## src/rtl/axis_width_down_bytes.sv

```systemverilog
// axis_width_down_bytes
//
// Serialises wide AXI-Stream beats from the common-clock FIFO into 8-bit AXI-Stream beats,
// least-significant lane first. Lanes with tkeep=0 are skipped. tlast moves to the last kept
// byte of a tlast beat. A tlast beat with no kept lanes becomes a single null-terminator byte
// (tdata=0, tkeep=0, tlast=1). Packets completed at the output are counted for status.
//
// Ports
//   aclk, aresetn       clock (rising edge), asynchronous active-low reset
//   s_axis_*            wide input stream (tvalid/tready/tdata/tkeep/tlast/tuser)
//   m_axis_*            byte output stream (tvalid/tready/tdata/tkeep/tlast/tuser)
//   pkt_count           output beats handshaken with tlast=1, wrapping
//   busy                holding register still has bytes (or a null terminator) to send
//
// Output payload registers are recomputed from the next holding-register state every cycle.
// They therefore change only when the holding register changes, which keeps them stable
// through a downstream stall.

module axis_width_down_bytes #(
   parameter int unsigned DATA_W    = 32,
   parameter int unsigned KEEP_W    = DATA_W / 8,
   parameter int unsigned USER_W    = 1,
   parameter int unsigned PKT_CNT_W = 16
) (
   input  logic                 aclk,
   input  logic                 aresetn,

   input  logic                 s_axis_tvalid,
   output logic                 s_axis_tready,
   input  logic [DATA_W-1:0]    s_axis_tdata,
   input  logic [KEEP_W-1:0]    s_axis_tkeep,
   input  logic                 s_axis_tlast,
   input  logic [USER_W-1:0]    s_axis_tuser,

   output logic                 m_axis_tvalid,
   input  logic                 m_axis_tready,
   output logic [7:0]           m_axis_tdata,
   output logic                 m_axis_tkeep,
   output logic                 m_axis_tlast,
   output logic [USER_W-1:0]    m_axis_tuser,

   output logic [PKT_CNT_W-1:0] pkt_count,
   output logic                 busy
);

   localparam logic [KEEP_W-1:0]    KeepOne = KEEP_W'(1);
   localparam logic [PKT_CNT_W-1:0] CntOne  = PKT_CNT_W'(1);

   // Holding register
   logic [DATA_W-1:0] data_q, data_d;
   logic [KEEP_W-1:0] rem_q, rem_d;
   logic              last_q, last_d;
   logic              null_q, null_d;
   logic [USER_W-1:0] user_q, user_d;

   // Output payload registers
   logic [7:0]        out_data_q, out_data_d;
   logic              out_keep_q, out_keep_d;
   logic              out_last_q, out_last_d;
   logic [USER_W-1:0] out_user_q, out_user_d;

   logic [PKT_CNT_W-1:0] cnt_q, cnt_d;

   logic              hold_busy;
   logic              cur_final;
   logic [KEEP_W-1:0] cur_lane;
   logic              in_hs;
   logic              out_hs;

   function automatic logic is_onehot(input logic [KEEP_W-1:0] v);
      return (v != '0) && ((v & (v - KeepOne)) == '0);
   endfunction

   assign hold_busy = (rem_q != '0) || null_q;

   // Isolate the lowest set bit of the remaining-lane mask.
   assign cur_lane  = rem_q & (~rem_q + KeepOne);

   // A pending null terminator is always the final (and only) byte of its beat.
   assign cur_final = null_q || is_onehot(rem_q);

   assign out_hs        = hold_busy && m_axis_tready;
   assign s_axis_tready = aresetn && (!hold_busy || (out_hs && cur_final));
   assign in_hs         = s_axis_tvalid && s_axis_tready;

   // Next holding-register state
   always_comb begin
      data_d = data_q;
      rem_d  = rem_q;
      last_d = last_q;
      null_d = null_q;
      user_d = user_q;

      if (out_hs) begin
         rem_d  = rem_q & ~cur_lane;
         null_d = 1'b0;
      end

      // A new beat only arrives when the holding register is empty or its final byte is
      // leaving this cycle, so loading unconditionally overrides the drain update above.
      if (in_hs) begin
         data_d = s_axis_tdata;
         rem_d  = s_axis_tkeep;
         last_d = s_axis_tlast;
         user_d = s_axis_tuser;
         null_d = (s_axis_tkeep == '0) && s_axis_tlast;
      end
   end

   // Next output payload, taken from the lowest remaining lane of the next holding state
   always_comb begin
      out_data_d = 8'h00;
      out_keep_d = 1'b0;
      out_last_d = 1'b0;
      out_user_d = '0;

      if (null_d) begin
         out_last_d = 1'b1;
         out_user_d = user_d;
      end else if (rem_d != '0) begin
         out_keep_d = 1'b1;
         out_last_d = last_d && is_onehot(rem_d);
         out_user_d = user_d;
         // Descending scan so the lowest set lane is the one that sticks.
         for (int k = int'(KEEP_W) - 1; k >= 0; k--) begin
            if (rem_d[k]) begin
               out_data_d = data_d[8*k +: 8];
            end
         end
      end
   end

   // Packet counter
   always_comb begin
      cnt_d = cnt_q;
      if (out_hs && out_last_q) begin
         cnt_d = cnt_q + CntOne;
      end
   end

   always_ff @(posedge aclk or negedge aresetn) begin
      if (!aresetn) begin
         data_q     <= '0;
         rem_q      <= '0;
         last_q     <= 1'b0;
         null_q     <= 1'b0;
         user_q     <= '0;
         out_data_q <= 8'h00;
         out_keep_q <= 1'b0;
         out_last_q <= 1'b0;
         out_user_q <= '0;
         cnt_q      <= '0;
      end else begin
         data_q     <= data_d;
         rem_q      <= rem_d;
         last_q     <= last_d;
         null_q     <= null_d;
         user_q     <= user_d;
         out_data_q <= out_data_d;
         out_keep_q <= out_keep_d;
         out_last_q <= out_last_d;
         out_user_q <= out_user_d;
         cnt_q      <= cnt_d;
      end
   end

   assign m_axis_tvalid = hold_busy;
   assign m_axis_tdata  = out_data_q;
   assign m_axis_tkeep  = out_keep_q;
   assign m_axis_tlast  = out_last_q;
   assign m_axis_tuser  = out_user_q;
   assign pkt_count     = cnt_q;
   assign busy          = hold_busy;

endmodule

```

## config.mk

```make
export PLATFORM = sky130hd
export DESIGN_NAME = axis_width_down_bytes
export DESIGN_NICKNAME = d
export VERILOG_FILES = /design/src/rtl/axis_width_down_bytes.sv
export SDC_FILE = /design/constraint.sdc
export NUM_CORES = 1
export LEC_CHECK = 0
export BUFFER_PORTS_ARGS = -buffer_cell sky130_fd_sc_hd__clkbuf_2
export CORE_AREA = 2 2 92 94
export DETAILED_ROUTE_END_ITERATION = 8
export DIE_AREA = 0 0 94 96
export SYNTH_ARGS = -nofsm -noshare
export SYNTH_HDL_FRONTEND = slang
export SYNTH_SLANG_ARGS = --single-unit
```

## constraint.sdc

```tcl
create_clock -name aclk -period 2.3 [get_ports aclk]
set_clock_uncertainty 0.2 [all_clocks]
set_input_delay 0.345 -clock aclk [delete_from_list [all_inputs] [get_ports aclk]]
set_output_delay 0.345 -clock aclk [all_outputs]
set_load 0.01 [all_outputs]
```

==> run_results.csv <==
group,metric,value,unit
synthesis,async_reset_ff_share,100,%
floorplanning,io_pins,72,
floorplanning,dieArea,0.00902,mm2
floorplanning,placementRows,33,
detailed_routing,postRouteAntennaNets,0,
detailed_routing,vias_per_cell,4.99,
synthesis,synth_area_per_cell,9.41,um2
power,leakagePower,2.14,nW
critical_path,worstSetupPathDepth,9,
floorplanning,core_area,0.00805,mm2
power,max-vdd-ir-drop,354,uV
critical_path,endpoint_kind,"flop",
sta,finalCritPeriodShare,108,%
outcome,status,"finished, violations left",
synthesis,yosysWarnings,0,
global_routing,antenna_found_initial,0,
outcome,violations,"negative setup slack",
critical_path,slowest_stage,"dfrtp_2",
sta,hold-worst-slack,0.0179,ns
synthesis,synth_flop_cell,"dfrtp_1",
detailed_routing,via_count,2724,
sta,worstMarginPinSlew,0.831,ns
placement,place_inst,527,
synthesis,syn_area,0.00314,mm2
clock_tree,cts-buffers-inserted,9,
critical_path,critPathTopFamily,"compound AO/OA/AOI/OAI gates",
synthesis,synth_seq_cells,66,
sta,final.setup.tns,-1.45,ns
clock_tree,insertion_delay,0.33,ns
detailed_routing,drt-initial-drc-count,113,
global_routing,grt_max_degree,67,
sta,period_minus_slack,2.47,ns
placement,routabilityCongestion,0.790,
sta,setup_violations,11,
critical_path,setup.worst_path.end,"m_axis_tdata[4]$_DFF_PN0_",
global_routing,grt_pass1_vias,2530,
floorplanning,fp.dieH,96,um
power,power_density,957,mW/mm2
sta,worst_slack,-0.173,ns
finish,fin_area,0.00424,mm2
clock_tree,htree_levels,3,
synthesis,synth_edf_count,0,
global_routing,grt_first_pass_wirelength,12.8,mm
sta,finalHoldViolCount,0,
global_routing,grt_use_total,18.8,%
finish,drive_above_1_share,35.8,%
critical_path,cp_max_fo,8,
synthesis,ys_seq_area_share,52.5,%
finish,syn2layout_area_growth,34.9,%
synthesis,syn_nets,377,
detailed_routing,drt_wl_total,8.02,mm
critical_path,worst-r2r-cell-count,9,
finish,antenna_cells,0,
critical_path,r2r-end,"m_axis_tdata[4]$_DFF_PN0_",
critical_path,r2r_setup_slack,-0.17,ns
critical_path,crit_buf_inv,2,
finish,mostFrequentLayoutCell,"nand2_1",
clock_tree,cts_tree,"yes",
critical_path,crit_type,"reg2reg",
critical_path,crit_required,2.31,ns
clock_tree,cts_sinks,66,
flow_run,max-cap-violations,0,
placement,dpl.hpwl,6.02,mm
finish,nFillCells,755,
clock_tree,clkSlewWorstSetupHoldPaths,0.07,ns
detailed_routing,drt-wirelength-per-cell,14.7,um
sta,fmax,404,MHz
detailed_routing,drc,0,
clock_tree,root_buffer,"clkbuf_8",
critical_path,cp-start-kind,"flop",
placement,portBuffers,71,
critical_path,reg2reg_from,"rem_q[3]$_DFF_PN0_",
floorplanning,dieWidth,94,um
critical_path,critical-path-max-stage-delay,0.44,ns
finish,nets,480,
sta,finalMaxSlewViolations,0,
hold_path,hold_class,"in2reg",
placement,placed_area,0.00386,mm2
floorplanning,start_util,39.1,%
critical_path,worstPathArrival,2.48,ns
critical_path,startpoint,"rem_q[3]$_DFF_PN0_",
sta,slew_headroom,44.6,%
finish,most-common-layout-cells,"nand2_1, clkbuf_2, dfrtp_1, nand3_1, buf_4",
clock_tree,clockBufferDepth,2,
critical_path,path_cells,"buf_6 > nor4b_4 > a311oi_2 > a21o_2 > buf_8 > mux2_4 > nand2b_1 > a311oi_1 > nor3_1",
detailed_routing,drt-pass1-iter-count,4,
global_routing,grt_overflow,0,
finish,stdcell_count,546,
synthesis,ys_types,37,
synthesis,synthCells,334,
sta,rsz0062_at_grt,"yes",
-- cells in the mapped netlist, drive strengths merged (5+ instances only) --
| master | count | area share [%] |
|---|---|---|
| a21oi | 11 | 1.9 |
| a311oi | 9 | 2.5 |
| and3 | 5 | 0.99 |
| buf | 14 | 3.4 |
| dfrtp | 66 | 53 |
| inv | 8 | 0.96 |
| mux2 | 10 | 3.6 |
| nand2 | 87 | 10 |
| nand2b | 10 | 2.0 |
| nand3 | 36 | 5.7 |
| nor2 | 16 | 1.9 |
| nor3 | 10 | 1.6 |
| o21ai | 11 | 1.9 |
| xnor2 | 13 | 3.6 |
-- power breakdown --
group	switching, mW	internal [mW]
sequential	0.166	1.48
clock	0.417	0.604
combinational	0.706	0.686
-- metal layers --
layer  global-route usage [%]  routed length (um)  vias up  part of all wire [%]
met5                        0                   0        -                     0
met4                     8.82                 186        0                   2.3
met3                     3.52                 385       14                   4.8
met2                     29.5                3770       80                    47
met1                     25.4                3680     1292                    46
li1                         -                   -     1338                     -
-- how the worst min path moves through the flow --
stage	slack, ns	cells after the start	end	startpoint
floorplan	-0.15	0	data_q[0]$_DFF_PN0_	aresetn
global placement	0.26	2	data_q[5]$_DFF_PN0_	data_q[5]$_DFF_PN0_
detailed placement	0.26	2	last_q$_DFF_PN0_	last_q$_DFF_PN0_
CTS	0.005	3	data_q[29]$_DFF_PN0_	s_axis_tdata[29]
global route	0.004	3	data_q[11]$_DFF_PN0_	s_axis_tdata[11]
finish	0.02	3	data_q[25]$_DFF_PN0_	s_axis_tdata[25]
-- final cells by class --
| cell class | instances | area [um2] | area share [%] |
|---|---|---|---|
| Sequential cell | 66 | 1660 | 39.1 |
| Multi-Input combinational cell | 242 | 1510 | 35.6 |
| Timing Repair Buffer | 110 | 712 | 16.8 |
| Clock buffer | 12 | 135 | 3.19 |
| Tap cell | 105 | 131 | 3.10 |
| Clock inverter | 3 | 65.1 | 1.53 |
| Inverter | 8 | 32.5 | 0.767 |
-- what timing repair did --
item | 4_1_cts | 5_1_grt
gates resized for setup | 19 | 16
hold buffers | 0 | 0
setup buffers | 1 | 5
gates cloned | 0 | 0
pin swaps | 6 | 8
setup endpoints to repair | 11 | 11
-- worst min-delay path, stage by stage --
cell and delay, ns:
clkbuf_2 0.09, nand2_1 0.04, nand2_1 0.05
-- state kept, by name, indices dropped and copies added (netlist names) --
register,count
data_q,32
pkt_count,16
m_axis_tdata,8
rem_q,4
last_q,1
m_axis_tkeep,1
m_axis_tlast,1
m_axis_tuser,1
null_q,1
user_q,1
-- logic make-up (layout without fill, tap and decap cells) --
logic type | count (synthesis) | count (layout) | synth area share [%]
buf+inv | 26 | 133 | 4.85
mux | 13 | 13 | 4.93
flops | 66 | 66 | 52.5
xor+xnor | 15 | 15 | 4.18
simple gates | 172 | 172 | 24.4
fa+ha+maj | 1 | 1 | 0.398
compound gates | 41 | 41 | 8.75
-- metrics by stage --
stage | util (%) | power (mW) | setup WS (ns)
after detailed placement | 48.0 | 2.91 | -0.247
after floorplan | - | 2.37 | -0.0780
final | 52.7 | 4.06 | -0.173
after global routing | 52.7 | 4.33 | -0.284
after global placement | 48.0 | 2.89 | -0.203
after CTS | 51.4 | 4.01 | -0.103
No activity file was read; power rests on OpenSTA's default activity.
